===== src/rtl/ptr_sched.sv =====
// Pointer-struct scheduler for the polyphase upsampler controller: per request it returns the
// newest ring address, coefficient base, tap count and phase, gating validity until warmed up.
module ptr_sched #(
  parameter int unsigned AW = 8,
  parameter int unsigned CW = 9,
  parameter int unsigned PW = 4,
  parameter int unsigned TW = 6
) (
  input  logic          clk,
  input  logic          rst,
  input  logic          en,
  input  logic [PW-1:0] cfg_l,
  input  logic [TW-1:0] cfg_taps,
  input  logic          new_in,
  input  logic          ptrs_req,
  output logic [AW-1:0] wr_ptr,
  output logic [AW-1:0] smp_addr,
  output logic [CW-1:0] coef_addr,
  output logic [TW-1:0] tap_cnt,
  output logic [PW-1:0] phase,
  output logic          req_complete,
  output logic          iw_valid,
  output logic          overrun
);

  typedef enum logic [1:0] {StIdle, StCalc, StWaitIn, StDone} state_e;

  state_e        state_q, state_d;
  logic [PW-1:0] l_q, phase_cnt_q, phase_cnt_d, phase_q;
  logic [TW-1:0] taps_q, fill_q, fill_d, tap_cnt_q;
  logic [1:0]    in_pend_q, in_pend_d;
  logic          overrun_q, overrun_d;
  logic [AW-1:0] rd_ptr_q, wr_ptr_q, smp_addr_q;
  logic [CW-1:0] coef_addr_q, coef_prod;
  logic          iw_valid_q;

  logic          latch_cfg, calc_exit, consume, sample_in;

  assign sample_in = en & new_in;

  // State register
  always_ff @(posedge clk or negedge rst) begin
    if (!rst) begin
      state_q <= StIdle;
    end else begin
      state_q <= state_d;
    end
  end

  // Next-state logic; every transition is qualified by en.
  always_comb begin
    state_d = state_q;
    if (en) begin
      unique case (state_q)
        StIdle:   if (ptrs_req) state_d = StCalc;
        StCalc:   state_d = (phase_cnt_q == '0 && in_pend_q == 2'd0) ? StWaitIn : StDone;
        // A new_in arriving this cycle counts before the pending check.
        StWaitIn: if (in_pend_q != 2'd0 || new_in) state_d = StCalc;
        StDone:   state_d = StIdle;
        default:  state_d = StIdle;
      endcase
    end
  end

  // Output / control decode
  always_comb begin
    req_complete = 1'b0;
    latch_cfg    = 1'b0;
    calc_exit    = 1'b0;
    consume      = 1'b0;
    unique case (state_q)
      StIdle: latch_cfg = en & ptrs_req;
      StCalc: begin
        calc_exit = en & ~(phase_cnt_q == '0 && in_pend_q == 2'd0);
        consume   = calc_exit & (phase_cnt_q == '0);
      end
      StDone:   req_complete = 1'b1;
      default:  ;
    endcase
  end

  // Pending-sample counter with sticky overrun on saturation.
  always_comb begin
    in_pend_d = in_pend_q;
    overrun_d = overrun_q;
    if (sample_in && !consume) begin
      if (in_pend_q == 2'd3) overrun_d = 1'b1;
      else                   in_pend_d = in_pend_q + 2'd1;
    end else if (consume && !sample_in) begin
      in_pend_d = in_pend_q - 2'd1;
    end
  end

  always_comb begin
    fill_d = fill_q;
    if (consume && fill_q != {TW{1'b1}}) fill_d = fill_q + TW'(1);
  end

  // Phase steps only once the delay line is full; >= guards against L shrinking mid-cycle.
  always_comb begin
    phase_cnt_d = phase_cnt_q;
    if (en && state_q == StDone && iw_valid_q) begin
      phase_cnt_d = (phase_cnt_q >= l_q - PW'(1)) ? '0 : phase_cnt_q + PW'(1);
    end
  end

  assign coef_prod = CW'(phase_cnt_q) * CW'(taps_q);

  always_ff @(posedge clk or negedge rst) begin
    if (!rst) begin
      l_q         <= '0;
      taps_q      <= '0;
      phase_cnt_q <= '0;
      fill_q      <= '0;
      in_pend_q   <= '0;
      overrun_q   <= 1'b0;
      rd_ptr_q    <= '0;
      wr_ptr_q    <= '0;
      smp_addr_q  <= '0;
      coef_addr_q <= '0;
      tap_cnt_q   <= '0;
      phase_q     <= '0;
      iw_valid_q  <= 1'b0;
    end else begin
      in_pend_q   <= in_pend_d;
      overrun_q   <= overrun_d;
      fill_q      <= fill_d;
      phase_cnt_q <= phase_cnt_d;
      if (sample_in) wr_ptr_q <= wr_ptr_q + AW'(1);
      if (latch_cfg) begin
        l_q    <= (cfg_l == '0) ? PW'(1) : cfg_l;
        taps_q <= (cfg_taps == '0) ? TW'(1) : cfg_taps;
      end
      if (consume) begin
        rd_ptr_q   <= rd_ptr_q + AW'(1);
        smp_addr_q <= rd_ptr_q;
      end
      if (calc_exit) begin
        coef_addr_q <= coef_prod;
        tap_cnt_q   <= taps_q;
        phase_q     <= phase_cnt_q;
        iw_valid_q  <= (fill_d >= taps_q);
      end
    end
  end

  assign wr_ptr    = wr_ptr_q;
  assign smp_addr  = smp_addr_q;
  assign coef_addr = coef_addr_q;
  assign tap_cnt   = tap_cnt_q;
  assign phase     = phase_q;
  assign iw_valid  = iw_valid_q;
  assign overrun   = overrun_q;

endmodule

===== config.mk =====
export PLATFORM = sky130hd
export DESIGN_NAME = ptr_sched
export DESIGN_NICKNAME = d
export VERILOG_FILES = /design/src/rtl/ptr_sched.sv
export SDC_FILE = /design/constraint.sdc
export NUM_CORES = 1
export LEC_CHECK = 0
export BUFFER_PORTS_ARGS = -buffer_cell sky130_fd_sc_hd__buf_2
export CAP_MARGIN = 30
export CORE_ASPECT_RATIO = 2
export CORE_MARGIN = 5
export CORE_UTILIZATION = 57
export CTS_BUF_LIST = sky130_fd_sc_hd__clkbuf_4 sky130_fd_sc_hd__clkbuf_8 sky130_fd_sc_hd__clkbuf_16
export DETAILED_ROUTE_END_ITERATION = 8
export PLACE_DENSITY = 0.79
export REMOVE_ABC_BUFFERS = 1
export SLEW_MARGIN = 20
export SYNTH_ARGS = -nofsm -noshare
export SYNTH_HDL_FRONTEND = slang
export SYNTH_SLANG_ARGS = --single-unit

===== constraint.sdc =====
create_clock -name clk -period 3.61 [get_ports clk]
set_input_delay 0.361 -clock clk [delete_from_list [all_inputs] [get_ports clk]]
set_output_delay 0.361 -clock clk [all_outputs]
set_load 0.05 [all_outputs]

==> flow_summary.ini <==
[detailed_routing]
viasPerCell = 5.47
dr_total_vias = 2939
drt_pre_antenna_iters = 4
route.antenna.remaining_nets = 0
totalWireLength_mm = 8.07
remaining_drc_errors = 0
drtIter0Drc = 195
drt-wirelength-per-cell_um = 15.0

[yosys]
synth-seq-cells = 69
ys.flop_type = sky130_fd_sc_hd__dfrtp_1
top_cells_by_area_synth = sky130_fd_sc_hd__dfrtp_1 46%, sky130_fd_sc_hd__nand2_1 9.5%, sky130_fd_sc_hd__ha_1 9.4%
synthesis.instances = 389
synth-seq-area-share = 0.462
synth.lib_cells_used.distinct = 45
netlist_area_before_placement_um2 = 3740
syn_avg_cell_area_um2 = 9.62
yosys_warnings = 0
synthMostInstantiatedCell = sky130_fd_sc_hd__nand2_1
synth.largest_area_cell = sky130_fd_sc_hd__dfrtp_1
synthArstFlopShare = 1.00
synth_enable_flop_cells = 0
synth_top_area_frac = 0.462
synth.cells.most_frequent = 95 x sky130_fd_sc_hd__nand2_1, 69 x sky130_fd_sc_hd__dfrtp_1, 28 x sky130_fd_sc_hd__ha_1, 28 x sky130_fd_sc_hd__inv_1, 28 x sky130_fd_sc_hd__o21ai_0

[worst_setup_path]
crit_cells = 11
worstReg2RegEnd = coef_addr[8]$_DFFE_PN0P_
cpMaxStageDelayCell = sky130_fd_sc_hd__dfrtp_1
critPathArrivalTime_ps = 3430
largest_delay_contributor_family_on_the_critical_path = adder cells
path_common_cell = sky130_fd_sc_hd__fa_1
worst_setup_path_startpoint = phase_cnt_q[3]$_DFFE_PN0P_
worst_path_buf_inv = 2
worstPathMaxFanout = 13
ff2ff_path_depth = 11
critical_path.cell_chain = nand2_1, fa_1, inv_1, fa_1, inv_1, fa_1, nor2b_1, o31a_1, o22ai_1, xnor2_1, o21ai_0
worst_setup_path_endpoint = coef_addr[8]$_DFFE_PN0P_
worst_ep_required_time_ps = 3790
category_of_the_worst_setup_path_launch_point = flop
r2r-start = phase_cnt_q[3]$_DFFE_PN0P_
critical_path.endpoint_type = flop
setup.worst_path.class = flop to flop
timing.critical_path.slowest_cell_delay_ps = 580
rrSetupSlack_ps = 360

[die]
ioPinCount = 53
dieArea_um2 = 8380
fp.coreArea_um2 = 6360
die_h_um = 125
starting_density_of_the_core = 0.588
rows = 41
die_x_um = 67.3

[cts]
clock-root-buffer = sky130_fd_sc_hd__clkbuf_16
insertion_delay_ps = 340
postCtsSetupRepairBufs = 0
numCtsBuffers = 9
cts-htree-levels = 3
clock_path_buffers = 2
clock_sink_count = 69
clk_pin_slew_worst_paths_ps = 60
number_of_gates_resized_after_cts = 0
clock_tree_from_tritoncts = done
ctsHoldBuffers = 0

[grt]
grt_pass1_vias = 2992
grt_use_total = 0.212
grt_max_degree = 31
grt_antenna_before_repair = 0
grt_first_pass_wirelength_mm = 13.5
overflow = 0

[timing]
timing.final.crit_period_ps = 3250
slew_headroom = 0.460
timing.final.crit_share = 0.900
setup_tns_ps = 0
maxSlewViolCount = 0
worstMarginPinSlew_ps = 810
rsz_0062_raised_after_global_routing = no
fmax_mhz = 308
whs_ps = 36.5
hold_violations = 0
finalClockSkew_ps = 4.53
setup-violations-final = 0

[finish]
multiInputGateArea_um2 = 1870
final-seq-area_um2 = 1730
finish.net_count = 498
fillerInstances = 524
areaGrowthSynthToFinish_pct = 17.2
antenna_cells = 0
layout-drive-gt1-share = 0.184

[placed_design]
hpwlAfterDp_mm = 6.18
place.gp.congestion = 0.887
placement.io_buffers = 52

[status]
run_status = completed

[power]
cellLeakagePower_nw = 2.26
post-layout-total-power_mw = 3.97
ir_drop_mv = 0.720
power_density_nw_per_um2 = 906

[run]
count_of_max_cap_constraint_violations = 0

[worst_hold_path]
class_of_the_tightest_hold_or_removal_check = input pin to asynchronous set/reset pin
[through the flow]
stage / instances / utilization / area (um^2) / setup WS [ps]
floorplan: 380 / - / 3700 / 623
global placement: 522 / 0.645 / 4100 / 494
detailed placement: 522 / 0.645 / 4100 / 369
finish: 537 / 0.689 / 4390 / 361
global route: 537 / 0.689 / 4390 / 130
CTS: 537 / 0.689 / 4390 / 370
[per-layer routing]
metal	GRT usage	routed length, um
met5	0	0
met4	0.140	385
met1	0.225	3040
met2	0.359	4260
met3	0.0424	382
[state kept, by name (all words and copies together), names as in the netlist]
| signal | flops |
|---|---|
| l_q | 4 |
| phase_cnt_q | 4 |
| overrun | 1 |
| smp_addr | 8 |
| fill_q | 6 |
| state_q | 2 |
| rd_ptr_q | 8 |
| wr_ptr | 8 |
| iw_valid | 1 |
| in_pend_q | 2 |
| taps_q | 6 |
| tap_cnt | 6 |
| coef_addr | 9 |
| phase | 4 |
[cell type report]
class / count / share of cell area
clock buffers: 10 / 0.0531
repair buffers: 56 / 0.0662
inverters: 28 / 0.0240
flip-flops and latches: 69 / 0.394
well taps: 86 / 0.0245
multi-input cells: 283 / 0.427
clock inverters: 5 / 0.0120
[power breakdown]
| part | switching, mW | total, mW | internal (mW) |
|---|---|---|---|
| sequential | 0.248 | 1.26 | 1.01 |
| clock | 0.312 | 0.846 | 0.534 |
| combinational | 1.26 | 1.87 | 0.613 |
[logic make-up (layout without fill, tap and decap cells)]
group,count (synthesis),count (layout),share of synthesized area
and+or+nand+nor,163,163,0.205
DFF,69,69,0.462
xor gates and xnor gates,24,24,0.0562
buffers and inverters,37,99,0.0385
adders and majority gates,36,36,0.136
muxes,4,4,0.0120
AOI/OAI and AO/OA,56,56,0.0900
[worst min-delay path by stage]
stage                                     endpoint  slack, ps  cells past startpoint
after global placement       wr_ptr[5]$_DFFE_PN0P_        410                      1
after detailed placement     wr_ptr[5]$_DFFE_PN0P_        410                      1
after floorplan           coef_addr[0]$_DFFE_PN0P_         70                      0
after global routing         wr_ptr[5]$_DFFE_PN0P_        100                      1
final                     coef_addr[6]$_DFFE_PN0P_         40                      1
after CTS                 coef_addr[6]$_DFFE_PN0P_         60                      1
[placed cells by master (no fill, tap or decap), types with 2 or more instances in the layout]
cell	n
sky130_fd_sc_hd__nand2_1	95
sky130_fd_sc_hd__dfrtp_1	69
sky130_fd_sc_hd__buf_2	52
sky130_fd_sc_hd__inv_1	28
sky130_fd_sc_hd__o21ai_0	28
sky130_fd_sc_hd__ha_1	28
sky130_fd_sc_hd__nor2_1	19
sky130_fd_sc_hd__xnor2_1	19
sky130_fd_sc_hd__nor3_1	10
sky130_fd_sc_hd__clkbuf_16	9
sky130_fd_sc_hd__and2_1	8
sky130_fd_sc_hd__fa_1	8
sky130_fd_sc_hd__a21oi_1	7
sky130_fd_sc_hd__nand3_1	6
sky130_fd_sc_hd__nand4_1	5
sky130_fd_sc_hd__xor2_1	5
sky130_fd_sc_hd__a21o_1	5
sky130_fd_sc_hd__and3_1	4
sky130_fd_sc_hd__mux2_2	4
sky130_fd_sc_hd__a211oi_1	4
sky130_fd_sc_hd__buf_4	4
sky130_fd_sc_hd__nand2b_1	3
sky130_fd_sc_hd__clkinv_2	3
sky130_fd_sc_hd__o31a_1	2
sky130_fd_sc_hd__o21bai_1	2
Power figures use the tool's default switching activity.
